===== src/rtl/handshake_initiator.sv =====
// handshake_initiator: queues job starts and drives the four-phase request/accept/done handshake.
// Optional timeout with DRAIN recovery under `HANDSHAKE_INITIATOR_TIMEOUT_EN.
module handshake_initiator #(
    parameter int HOLD_CYCLES = 2,
    parameter int TIMEOUT     = 16,
    parameter int MAX_PENDING = 4,
    parameter int ID_W        = 4
) (
    input  logic                               clk,
    input  logic                               rst,
    input  logic                               start,
    output logic                               start_drop,
    output logic [$clog2(MAX_PENDING+1)-1:0]   pending_count,
    output logic                               busy,
    output logic                               request,
    input  logic                               accept,
    input  logic                               done,
    output logic                               xfer_done,
    output logic [ID_W-1:0]                    xfer_id,
    output logic                               timeout_err
);
    localparam int PW = $clog2(MAX_PENDING+1);
    localparam int HW = $clog2(HOLD_CYCLES+1);

    typedef enum logic [2:0] {
        IDLE, REQ, HOLD, WAIT_DONE
`ifdef HANDSHAKE_INITIATOR_TIMEOUT_EN
        , DRAIN
`endif
    } state_t;

    state_t          state, state_n;
    logic [HW-1:0]   hold_cnt, hold_n;
    logic [PW-1:0]   pend_n;
    logic [ID_W-1:0] next_id;
    logic            issue, done_ev, full, drop;

    assign full = pending_count == PW'(MAX_PENDING);
    assign drop = start && !issue && full;
    assign busy = state != IDLE || pending_count != '0;
    assign pend_n = (start && !issue && !full) ? pending_count + PW'(1) :
                    (issue && !start)          ? pending_count - PW'(1) : pending_count;

`ifdef HANDSHAKE_INITIATOR_TIMEOUT_EN
    localparam int TW = $clog2(TIMEOUT+1);
    logic [TW-1:0] tcnt, tcnt_n;
    logic          to_ev, limit;
    assign limit = tcnt == TW'(TIMEOUT-1);
`endif

    always_comb begin
        state_n = state;
        hold_n  = hold_cnt;
        issue   = 1'b0;
        done_ev = 1'b0;
`ifdef HANDSHAKE_INITIATOR_TIMEOUT_EN
        to_ev   = 1'b0;
        tcnt_n  = tcnt + TW'(1);
`endif
        case (state)
            IDLE: if (pending_count != '0) begin
                state_n = REQ;
                issue   = 1'b1;
`ifdef HANDSHAKE_INITIATOR_TIMEOUT_EN
                tcnt_n  = '0;
`endif
            end
            // accept sampled on the limit cycle wins over the timeout
            REQ: if (accept) begin
                state_n = HOLD;
                hold_n  = HW'(HOLD_CYCLES);
            end
`ifdef HANDSHAKE_INITIATOR_TIMEOUT_EN
            else if (limit) begin
                state_n = DRAIN;
                to_ev   = 1'b1;
                tcnt_n  = '0;
            end
`endif
            HOLD: if (hold_cnt == HW'(1)) begin
                state_n = WAIT_DONE;
`ifdef HANDSHAKE_INITIATOR_TIMEOUT_EN
                tcnt_n  = '0;
`endif
            end else begin
                hold_n  = hold_cnt - HW'(1);
            end
            WAIT_DONE: if (done) begin
                state_n = IDLE;
                done_ev = 1'b1;
            end
`ifdef HANDSHAKE_INITIATOR_TIMEOUT_EN
            else if (limit) begin
                state_n = DRAIN;
                to_ev   = 1'b1;
                tcnt_n  = '0;
            end
            DRAIN: if (tcnt == TW'(1)) state_n = IDLE;
`endif
            default: state_n = IDLE;
        endcase
    end

    always_ff @(posedge clk or posedge rst) begin
        if (rst) begin
            state         <= IDLE;
            hold_cnt      <= '0;
            pending_count <= '0;
            next_id       <= '0;
            xfer_id       <= '0;
            request       <= 1'b0;
            xfer_done     <= 1'b0;
            start_drop    <= 1'b0;
        end else begin
            state         <= state_n;
            hold_cnt      <= hold_n;
            pending_count <= pend_n;
            request       <= state_n == REQ || state_n == HOLD;
            xfer_done     <= done_ev;
            start_drop    <= drop;
            if (issue) begin
                xfer_id <= next_id;
                next_id <= next_id + ID_W'(1);
            end
        end
    end

`ifdef HANDSHAKE_INITIATOR_TIMEOUT_EN
    always_ff @(posedge clk or posedge rst) begin
        if (rst) begin
            tcnt        <= '0;
            timeout_err <= 1'b0;
        end else begin
            tcnt        <= tcnt_n;
            timeout_err <= to_ev;
        end
    end
`else
    assign timeout_err = 1'b0;
`endif
endmodule


===== config.mk =====
export PLATFORM = sky130hd
export DESIGN_NAME = handshake_initiator
export DESIGN_NICKNAME = d
export VERILOG_FILES = /design/src/rtl/handshake_initiator.sv
export SDC_FILE = /design/constraint.sdc
export NUM_CORES = 1
export LEC_CHECK = 0
export ABC_AREA = 1
export ABC_CLOCK_PERIOD_IN_PS = 1520
export BUFFER_PORTS_ARGS = -buffer_cell sky130_fd_sc_hd__buf_2
export CORE_UTILIZATION = 30
export DETAILED_ROUTE_END_ITERATION = 10
export GPL_TIMING_DRIVEN = 0
export PLACE_DENSITY = 0.57
export SYNTH_ARGS = -nofsm -noshare
export SYNTH_HDL_FRONTEND = slang
export SYNTH_SLANG_ARGS = --single-unit

===== constraint.sdc =====
create_clock -name clk -period 1.52 [get_ports clk]
set_input_delay 0.304 -clock clk [delete_from_list [all_inputs] [get_ports clk]]
set_output_delay 0.304 -clock clk [all_outputs]
set_load 0.01 [all_outputs]

# == Word-level counts from Yosys, hierarchy flattened ==
# Cells that the tools add are included.
# classes
n_reduce_logical,15
muxes,14
add_sub_neg,4
eq_ne,9
# ops
op,n
$mux 3,6
$pmux 3 s4,1
$eq 3x2->1 const B,3
$eq 3x1->1 const B,2
$reduce_bool 3->1,2
$add 4x1->4 const B,1
$logic_and 1x1->1,4
$mux 1,4
$mux 2,2
$ne 2x2->1 const B,2
$pmux 2 s2,1
$reduce_bool 2->1,2
$add 3x1->3 const B,1
$eq 3x3->1 const B,1
$logic_not 1->1,3
$logic_not 3->1,1
$reduce_and 3->1,1
$sub 3x1->3 const B,1
$eq 2x1->1 const B,1
$logic_or 1x1->1,2
$sub 2x1->2 const B,1
# totals
in_bits,5
ff_bits,19
out_inout_bits,12

# == Logic depth before layout (Yosys ltp) ==
# Gate-level depths: netlist of run 1.
# logic_depth
depth_word,7
mapped_depth,10
ltp_nobuf,10

# == Worst setup path before layout of run 1 ==
# Ideal clock, no wire load.
# synth_timing
path_type,register to register
from,register pending_count[0]
to,register pending_count[2]
setup_ps,117
stages_incl_launch_ff,9
n_path_buf,0
slack_ps,-148
arrival_ps,1551
path_cell_list,dfrtp_1 nor2_4 nand2_2 nand2_4 nand3_4 fa_1 o21bai_1 nand3_1 nand2_1
# synth_between
elab_chain_len,7
elab_cells_between_ends,14
# synth_lines
element,line,text
from (decl),13,"output logic [$clog2(MAX_PENDING+1)-1:0] pending_count,"
from (signal assigned),117,pending_count <= pend_n;
$reduce_bool 3->1,61,IDLE: if (pending_count != '0) begin
$mux 1,61,
$mux 1,60,case (state)
$logic_not 1->1,41,assign pend_n = (start && !issue && !full) ? pending_count + PW'(1) :
$logic_and 1x1->1 (2 in series),41,
$mux 3 / $reduce_bool 2->1 (equally long branches),-,
# Parallel ways exist; a longest one is shown, timed or not. The select of a mux whose other input is x is not followed.
# A chain may end at the register's enable or synchronous reset.

# == Worst setup path after layout of run 1 ==
# layout_timing
from,register pending_count[1]
to,register pending_count[2]
# The elaborated chain is that of the path after synthesis.

==> results of run 1 <==
## timing repair
item | in CTS | in global routing
pin swaps | 6 | 5
resized for setup | 0 | 1
setup buffers | 5 | 1
endpoints found under the setup margin | 2 | 3
## cells by family after synthesis
logic type,count (synthesis)
simple gates,44
flops,19
buf+inv,18
compound gates,11
xor+xnor,3
fa+ha+maj,3
other cells,1
## power by group
| group | switching, mW | internal (mW) | total, mW | leakage (nW) |
|---|---|---|---|---|
| registers | 0.155 | 0.722 | 0.877 | 0.235 |
| clock network | 0.152 | 0.0978 | 0.250 | 0.0177 |
| logic | 0.573 | 0.500 | 1.07 | 0.342 |
## final cells by class
cell class              count  area (um2)
repair buffers             21       120.1
fillers                   309        1704
plain buffers               2       15.01
clock buffers               3       22.52
inverters                  16       60.06
flip-flops and latches     19       478.0
well taps                  31       38.79
multi-input cells          63       385.4
clock inverters             1       5.005
## registers in the layout (all words and copies together), names as in the netlist
register	count
next_id	4
state	3
request	1
hold_cnt	2
start_drop	1
xfer_id	4
xfer_done	1
pending_count	3
## cell usage in the layout, fill, tap and decap left out, drive strengths merged
cell and instances:
fa 1, or2 1, o21bai 1, nand3 8
ha 2, o21a 1, clkbuf 3, nand2 27
conb 2, xor2 2, clkinv 1, dfrtp 19
buf 23, o21ai 8, nand4 2, inv 16
nor2 5, nor3 1, xnor2 1, o2111ai 1
## per-stage QoR
step | power (mW) | hold slack [ns] | instances | area (um2)
final | 2.200 | 0.09445 | 156 | 1125
after global routing | 2.417 | 0.1558 | 156 | 1125
after CTS | 2.169 | 0.1268 | 155 | 1106
after detailed placement | 1.814 | 0.4550 | 146 | 1041
after global placement | 1.769 | 0.4627 | 146 | 1041
after floorplan | 1.553 | 0.2550 | 100 | 927.1
## metal layers
metal  wire [um]  share of wire  GRT usage
met1         751           0.47     0.1339
met2         795           0.49     0.2017
met3          63          0.039    0.03401
met4           0              0    0.01045
met5           0              0          0
## synth_stat cells
cell type and n:
nand2_1 23, dfrtp_1 19, inv_1 14, o21ai_0 8, nand3_1 7, nand2_2 3, nor2_1 3, buf_4 2
ha_1 2, inv_2 2, nand4_1 2, nor2_4 2, xor2_1 2, conb_1 1, fa_1 1, nand2_4 1
nand3_4 1, nor3_1 1, o2111ai_1 1, o21a_1 1, o21bai_1 1, or2_4 1, xnor2_1 1
## worst register-to-register path, delay by kind of cell, from the launching register on
kind / cells / cell delay [ns]
DFF: 1 / 0.45
adders and majority gates: 1 / 0.35
and+or+nand+nor: 6 / 0.44
AOI/OAI and AO/OA: 1 / 0.18
## path summary, 6_finish.rpt
check | cells after the start | end | slack [ns]
worst min register to register | 2 | xfer_id[1] | 0.49
worst max register to register | 8 | pending_count[2] | 0.01
worst min-delay path | 2 | request | 0.09
worst max-delay path | 8 | pending_count[2] | 0.01
min in group clk | 3 | xfer_done | 0.22
max in group asynchronous | 2 | pending_count[0] | 0.95
==> key figures, run 1 <==
Status
  • Status: finished clean

Global route
  • Vias in the first global route: approximately 700
  • Total grt overflow: 0
  • GRT Resource Usage Total: 0.1110
  • First-pass GRT wire length: 2.835 mm
  • Initial antenna violation count: 0
  • Largest net degree at the start of global routing: 20

Timing
  • Clock skew: 0.0008549 ns
  • Fin crit share: 0.9936
  • Sum of negative setup slack: 0 ns
  • Final hold violation count: 0
  • Worst-margin pin slew: 0.6869 ns
  • Final worst slack: a little under 0.01 ns
  • Max Fclk: between 600 and 700 MHz
  • Final count of negative-setup-slack endpoints: 0
  • Relative max-transition margin: 0.5415
  • Final min period: 1.510 ns
  • RSZ-0062 raised after global routing: yes
  • Final max-slew violation count: 0

Worst setup path
  • Worst EP arrival: around 1.7 ns
  • CP Max Fanout: 2
  • Reg2Reg Launch Point: pending_count[1]
  • Critical path class: flop to flop
  • Slowest-stage cell, CP: dfrtp_2
  • Startpoint Class: flop
  • Worst path cell trace: nor2_4 > nand2_2 > nand2_4 > nand3_4 > fa_2 > o21bai_4 > nand3_1 > nand2_1
  • Worst setup EP type: flop
  • Buf/Inv on CP: 0
  • Worst Path Required: 1.71 ns
  • Critical Path Source: pending_count[1]
  • Slowest Stage Delay on Critical Path: roughly 0.45 ns
  • Critical path's top delay family: flip-flops

Synth
  • Simple-gate area share of the yosys netlist: 0.2493
  • Dominant cells by area after synthesis: dfrtp_1, nand2_1, inv_1
  • Mux contribution to synthesized area: 0
  • Post-synthesis sequential area ratio: 0.5177
  • Mapped Cells: 99
  • Post-Syn Area: 918.4 um2
  • Post-synthesis cell type count: 23
  • Yosys warning count: 0
  • Post-synthesis xor/xnor area fraction: 0.02861
  • #FFs+latches synth: 19
  • Compound-Gate Fraction of Synth Area: 0.06948
  • Yosys top cell area share: 0.5177
  • Area share of fa/ha/maj cells after synthesis: 0.04905
  • Main combinational cell family by area after synthesis: simple AND/OR/NAND/NOR gates
  • Mean post-synth cell area: approximately 9.3 um2
  • Cell taking the most area after synthesis: dfrtp_1

Hold path
  • HP Class: input port to async pin

Floorplanning
  • Top Ports: 17
  • Die area: around 3300 um2
  • Die width: approximately 57 um
  • Std cell rows: 19
  • Core Area: roughly 2800 um2
  • Starting Density: 0.3246
  • Die Ht: around 57 um

Placed design
  • Detail Placement HPWL: 1.145 mm
  • DP Worst Slack: -0.1209 ns
  • IO buf count: 15
  • Placer Congestion: 0.7143

Job
  • Max-Cap Viols: 0

Detailed routing
  • DRC: 0
  • DR vias: approximately 700
  • DRT iter0 DRCs: 14
  • Routed Wire Length: between 1.5 and 2 mm
  • WL/cell: a little over 10 um
  • Final ANT Viol Nets: 0
  • DRT Pass-1 Iters: 3
  • Via/cell ratio: between 4 and 5

Power and ir drop
  • Static Leak: around 0.60 nW
  • Pwr dens: about 2000 nW/um2
  • Worst vdd ir: between 0.6 and 0.7 mV

Cells and area
  • Area growth syn-to-layout: 22.48%
  • Layout Utilization: 0.3976
  • Antenna cells: 0
  • Share of cells above drive strength 1: 0.3280
  • Fin nets: about 130

Clocking
  • Worst skew pair latency: 0.29 ns
  • CTS root buffer: clkbuf_4
  • CTS Buf Count: 3
  • H-tree Lvls: 1
  • CTS tree: built
  • Maximum root-to-sink buffer count: 2
  • Clock Sinks: 19
  • Clock-pin slew on the worst setup and hold paths: roughly 0.11 ns
  • Cts-stage hold buffer count: 0
No activity file was read; power rests on OpenSTA's default activity.
==> run 2: changes to the inputs <==
CELL_PAD_IN_SITES_DETAIL_PLACEMENT = 0   (was not set)
CELL_PAD_IN_SITES_GLOBAL_PLACEMENT = 1   (was not set)
PLACE_DENSITY = 0.69   (was 0.57)
==> run 2 against run 1 <==
Against the previous run:
- combinational power barely moved
- first-iteration DRC count rose by 50%
- power barely moved
- register-to-register slack barely moved
- via count fell by 1.1%
- the run now ends with design-rule violations left
- sequential power fell by 2%
- cell count did not move
- critical path type is now flop to primary output
- critical path depth fell by 4
- clock power barely moved
- setup slack improved by 0.0022 ns
==> key figures, run 2 (same netlist as run 1, synthesis figures left out) <==
Status
  • Status: finished, violations left
  • Failing checks: design-rule violations

Floorplanning
  • Die width: 57.33 um
  • Starting Density: 0.3246
  • Std cell rows: 19
  • Die Ht: approximately 57 um
  • Core Area: between 2000 and 3000 um2
  • Top Ports: 17
  • Die area: approximately 3300 um2

Clocking
  • CTS Buf Count: 3
  • CTS root buffer: clkbuf_4
  • H-tree Lvls: 1
  • CTS tree: built
  • Clock-pin slew on the worst setup and hold paths: 0.10 ns
  • Clock Sinks: 19
  • Worst skew pair latency: around 0.29 ns
  • Maximum root-to-sink buffer count: 2

Cells and area
  • Most frequent cells in the layout: nand2_1, dfrtp_1, buf_2
  • Layout Utilization: 0.3998
  • Area growth syn-to-layout: 23.16%
  • Antenna cells: 0
  • Finished Layout Cells: approximately 160
  • Share of cells above drive strength 1: 0.3360
  • Commonest non-fill, non-tap cell in the layout: nand2_1
  • Largest regs: next_id x4, xfer_id x4
  • Fin nets: 134

Global route
  • Largest net degree at the start of global routing: 20
  • Vias in the first global route: between 600 and 700
  • First-pass GRT wire length: approximately 2.7 mm
  • GRT Resource Usage Total: 0.1092
  • Initial antenna violation count: 0
  • Total grt overflow: 0

Worst setup path
  • Worst setup EP type: primary output
  • Worst Path Required: about 1.2 ns
  • Startpoint Class: flop
  • Critical path class: flop to primary output
  • R2R depth: 9
  • Worst EP arrival: roughly 1.2 ns
  • CP Max Fanout: 3

Detailed routing
  • DRC: 5
  • Via/cell ratio: around 4.4
  • Routed Wire Length: around 1.5 mm
  • DRT Pass-1 Iters: 6
  • WL/cell: roughly 9.5 um
  • Final ANT Viol Nets: 0
  • DRT iter0 DRCs: 21
  • DR vias: between 600 and 700

Timing
  • Final hold violation count: 0
  • RSZ-0062 raised after global routing: yes
  • Worst-margin pin slew: 0.7122 ns
  • Final count of negative-setup-slack endpoints: 0
  • Final max-slew violation count: 0
  • Final worst slack: 0.01191 ns
  • Final min period: between 1.5 and 2 ns
  • Relative max-transition margin: 0.5247
  • Max Fclk: between 600 and 700 MHz
  • Fin crit share: 0.9922
  • WHS: between 0.1 and 0.15 ns
  • Clock skew: approximately 0.00085 ns

Placed design
  • IO buf count: 15
  • Placer Congestion: 0.6924
  • DP Worst Slack: -0.1312 ns
  • Placed cells: around 150
  • Detail Placement HPWL: 1.078 mm

Power and ir drop
  • Static Leak: 0.5951 nW
  • Pwr dens: about 2000 nW/um2
  • Worst vdd ir: ~0.8 mV
  • Total power: approximately 2.2 mW

Hold path
  • HP Class: input port to async pin

Job
  • Max-Cap Viols: 0
run 2: cell count changes in the layout (fill, tap and decap cells not counted), sizes merged:
cell,change
clkbuf,+1
clkinv,-1
run 2: critical path, cell delays in order, from the launching register on:
cell and delay, ns:
dfrtp_2 0.44, nor2_4 0.13, buf_4 0.13, nand3_1 0.07, buf_2 0.14
run 2: final timing paths:
kind                                  start          endpoint  slack, ns
setup / recovery           pending_count[1]              busy       0.01
hold / removal                          rst        xfer_id[1]       0.11
setup reg to reg           pending_count[1]  pending_count[2]       0.02
hold reg to reg                  xfer_id[0]        xfer_id[0]       0.48
max in group asynchronous               rst  pending_count[1]       0.92
min in group clk                       done         xfer_done       0.22
run 2: metrics by stage:
step	setup TNS, ns	instance area [um2]
final	0	1131
after global routing	-0.1414	1131
after CTS	-0.002132	1129
after detailed placement	-0.1796	1041
after global placement	-0.1544	1041
after floorplan	-0.05893	927.1
run 2: timing repair:
| item | CTS | global route |
|---|---|---|
| hold buffers | 0 | 0 |
| gates resized for setup | 2 | 1 |
| setup endpoints to repair | 2 | 3 |
| setup buffers | 6 | 0 |
| pin swaps | 5 | 2 |
| gates cloned | 0 | 0 |
run 2: layer usage:
metal | GRT usage | part of all wire | vias to the layer above
li1 | - | - | 363
met1 | 0.1344 | 0.47 | 318
met2 | 0.1731 | 0.47 | 11
met3 | 0.04989 | 0.049 | 2
met4 | 0.03136 | 0.0081 | 0
met5 | 0 | 0 | -
run 2: power by group:
group          leakage [nW]  internal [mW]  switching [mW]
sequential            0.235          0.722           0.135
clock                0.0150          0.102           0.146
combinational         0.345          0.504           0.590
total                 0.595           1.33           0.871
run 2: layout make-up:
class	instances	area (um2)
fillers	297	1698
flip-flops and latches	19	478.0
multi-input cells	63	392.9
repair buffers	21	120.1
inverters	16	60.06
well taps	31	38.79
clock buffers	4	26.28
plain buffers	2	15.01
==> run 3: changes to the inputs <==
BUFFER_PORTS_ARGS = not set   (was -buffer_cell sky130_fd_sc_hd__buf_2)
DONT_BUFFER_PORTS = 1   (was not set)
PLACE_DENSITY = 0.63   (was 0.69)
==> run 3 against run 2 <==
Against the previous run:
- combinational power shrank 23%
- the run ends with design-rule violations, negative setup slack left
- clock power rose by 4%
- non-clock buffer count is 18 lower
- clock skew is 0.012 ns higher
- critical path type is now flop to flop
- utilization is 3.2 points lower
- global-route usage is essentially flat
- setup slack got worse by 0.059 ns
- critical path depth is 5 higher
==> key figures, run 3 (same netlist as run 1, synthesis figures left out) <==
Cells and area
  • Most frequent cells in the layout: nand2_1, dfrtp_1, inv_1
  • Commonest non-fill, non-tap cell in the layout: nand2_1
  • Non-Filler Cell Area, Final: 1040 um2
  • Area growth syn-to-layout: 13.22%
  • Layout Utilization: 0.3675
  • Share of cells above drive strength 1: 0.2430
  • Fin nets: ~120
  • Filler cell count: around 290
  • Largest regs: next_id x4, xfer_id x4
  • Antenna cells: 0

Floorplanning
  • Core Area: ~2800 um2
  • Die width: 57.33 um
  • Top Ports: 17
  • Std cell rows: 19
  • Die area: 3287 um2
  • Die Ht: around 57 um
  • Starting Density: 0.3246

Clocking
  • CTS tree: built
  • CTS Buf Count: 3
  • CTS root buffer: clkbuf_4
  • Clock-pin slew on the worst setup and hold paths: between 0.1 and 0.15 ns
  • Worst skew pair latency: 0.29 ns
  • Maximum root-to-sink buffer count: 2
  • Clock Sinks: 19
  • H-tree Lvls: 1

Worst setup path
  • Worst EP arrival: 1.81 ns
  • Critical path's top delay family: flip-flops
  • CP most frequent cell: nand2_1
  • Worst path cell trace: nor2_4 > buf_4 > nand2_4 > nand3_4 > fa_2 > o21bai_4 > nand2_1 > nand2_1 > nand2_1
  • Slowest Stage Delay on Critical Path: between 0.4 and 0.5 ns
  • CP Depth: 9
  • Slowest-stage cell, CP: dfrtp_2
  • CP Max Fanout: 5
  • Worst Path Required: 1.76 ns
  • R2R depth: 9
  • Worst setup EP type: flop
  • Buf/Inv on CP: 1
  • Startpoint Class: flop
  • Critical path class: flop to flop

Timing
  • Final count of negative-setup-slack endpoints: 2
  • Final min period: roughly 1.6 ns
  • Final worst slack: -0.04707 ns
  • Final max-slew violation count: 0
  • Clock skew: approximately 0.013 ns
  • Max Fclk: about 640 MHz
  • Worst-margin pin slew: 0.7397 ns
  • Fin crit share: 1.031
  • RSZ-0062 raised after global routing: yes
  • Final hold violation count: 0
  • Relative max-transition margin: 0.5063

Global route
  • Largest net degree at the start of global routing: 20
  • Total grt overflow: 0
  • GRT Resource Usage Total: 0.1091
  • Vias in the first global route: ~610
  • First-pass GRT wire length: 2.739 mm
  • Initial antenna violation count: 0

Status
  • Status: finished, violations left
  • Failing checks: design-rule violations, negative setup slack

Power and ir drop
  • Pwr dens: about 2000 nW/um2
  • Static Leak: ~0.52 nW
  • Worst vdd ir: ~0.67 mV

Placed design
  • DP Worst Slack: -0.1767 ns
  • Placer Congestion: 0.7343
  • IO buf count: 0
  • Placed Area: 965.9 um2
  • Detail Placement HPWL: between 1 and 1.5 mm

Hold path
  • HP Class: input port to async pin

Detailed routing
  • DRC: 1
  • Routed Wire Length: 1.486 mm
  • DRT Pass-1 Iters: 7
  • Final ANT Viol Nets: 0
  • WL/cell: about 11 um
  • DRT iter0 DRCs: 12
  • Via/cell ratio: between 4 and 5
  • DR vias: roughly 630

Job
  • Max-Cap Viols: 0
run 3: timing repair:
action	4_1_cts	5_1_grt
hold buffers	0	0
endpoints found under the setup margin	2	3
setup buffers	3	0
hold endpoints to repair	0	0
resized for setup	4	2
pin swaps	6	6
run 3: power by group:
group	internal (mW)	switching, mW	total, mW
clock network	0.102	0.156	0.258
registers	0.725	0.249	0.974
logic	0.386	0.450	0.837
run 3: final cells by class:
| type | instances | area (um2) | share of cell area |
|---|---|---|---|
| flip-flops and latches | 19 | 479.2 | 0.4609 |
| multi-input cells | 63 | 397.9 | 0.3827 |
| inverters | 16 | 60.06 | 0.05776 |
| well taps | 31 | 38.79 | 0.03730 |
| clock buffers | 4 | 26.28 | 0.02527 |
| repair buffers | 3 | 22.52 | 0.02166 |
| plain buffers | 2 | 15.01 | 0.01444 |
run 3: per-layer routing:
metal,global-route usage,wire (um),up-vias
met5,0,0,-
met4,0.03136,12,0
met1,0.1542,737,295
li1,-,-,326
met2,0.1647,683,9
met3,0.02948,53,2
run 3: per-stage QoR:
| stage | instances | power [mW] | setup TNS, ns | hold WS [ns] |
|---|---|---|---|---|
| floorplan | 100 | 1.553 | -0.05893 | 0.2550 |
| global placement | 131 | 1.686 | -0.2313 | 0.3798 |
| detailed placement | 131 | 1.707 | -0.2481 | 0.3730 |
| finish | 138 | 2.068 | -0.05623 | 0.008328 |
| CTS | 138 | 2.084 | -0.1557 | 0.03891 |
| global route | 138 | 2.283 | -0.2779 | 0.07686 |
run 3: path summary, 6_finish.rpt:
| path | from | slack (ns) | endpoint |
|---|---|---|---|
| max reg2reg | pending_count[0] | -0.05 | pending_count[2] |
| max | pending_count[0] | -0.05 | pending_count[2] |
| min | rst | 0.008 | hold_cnt[0] |
| min in group clk | done | 0.10 | xfer_done |
| min reg2reg | hold_cnt[0] | 0.53 | hold_cnt[0] |
| max in group asynchronous | rst | 1.01 | pending_count[1] |
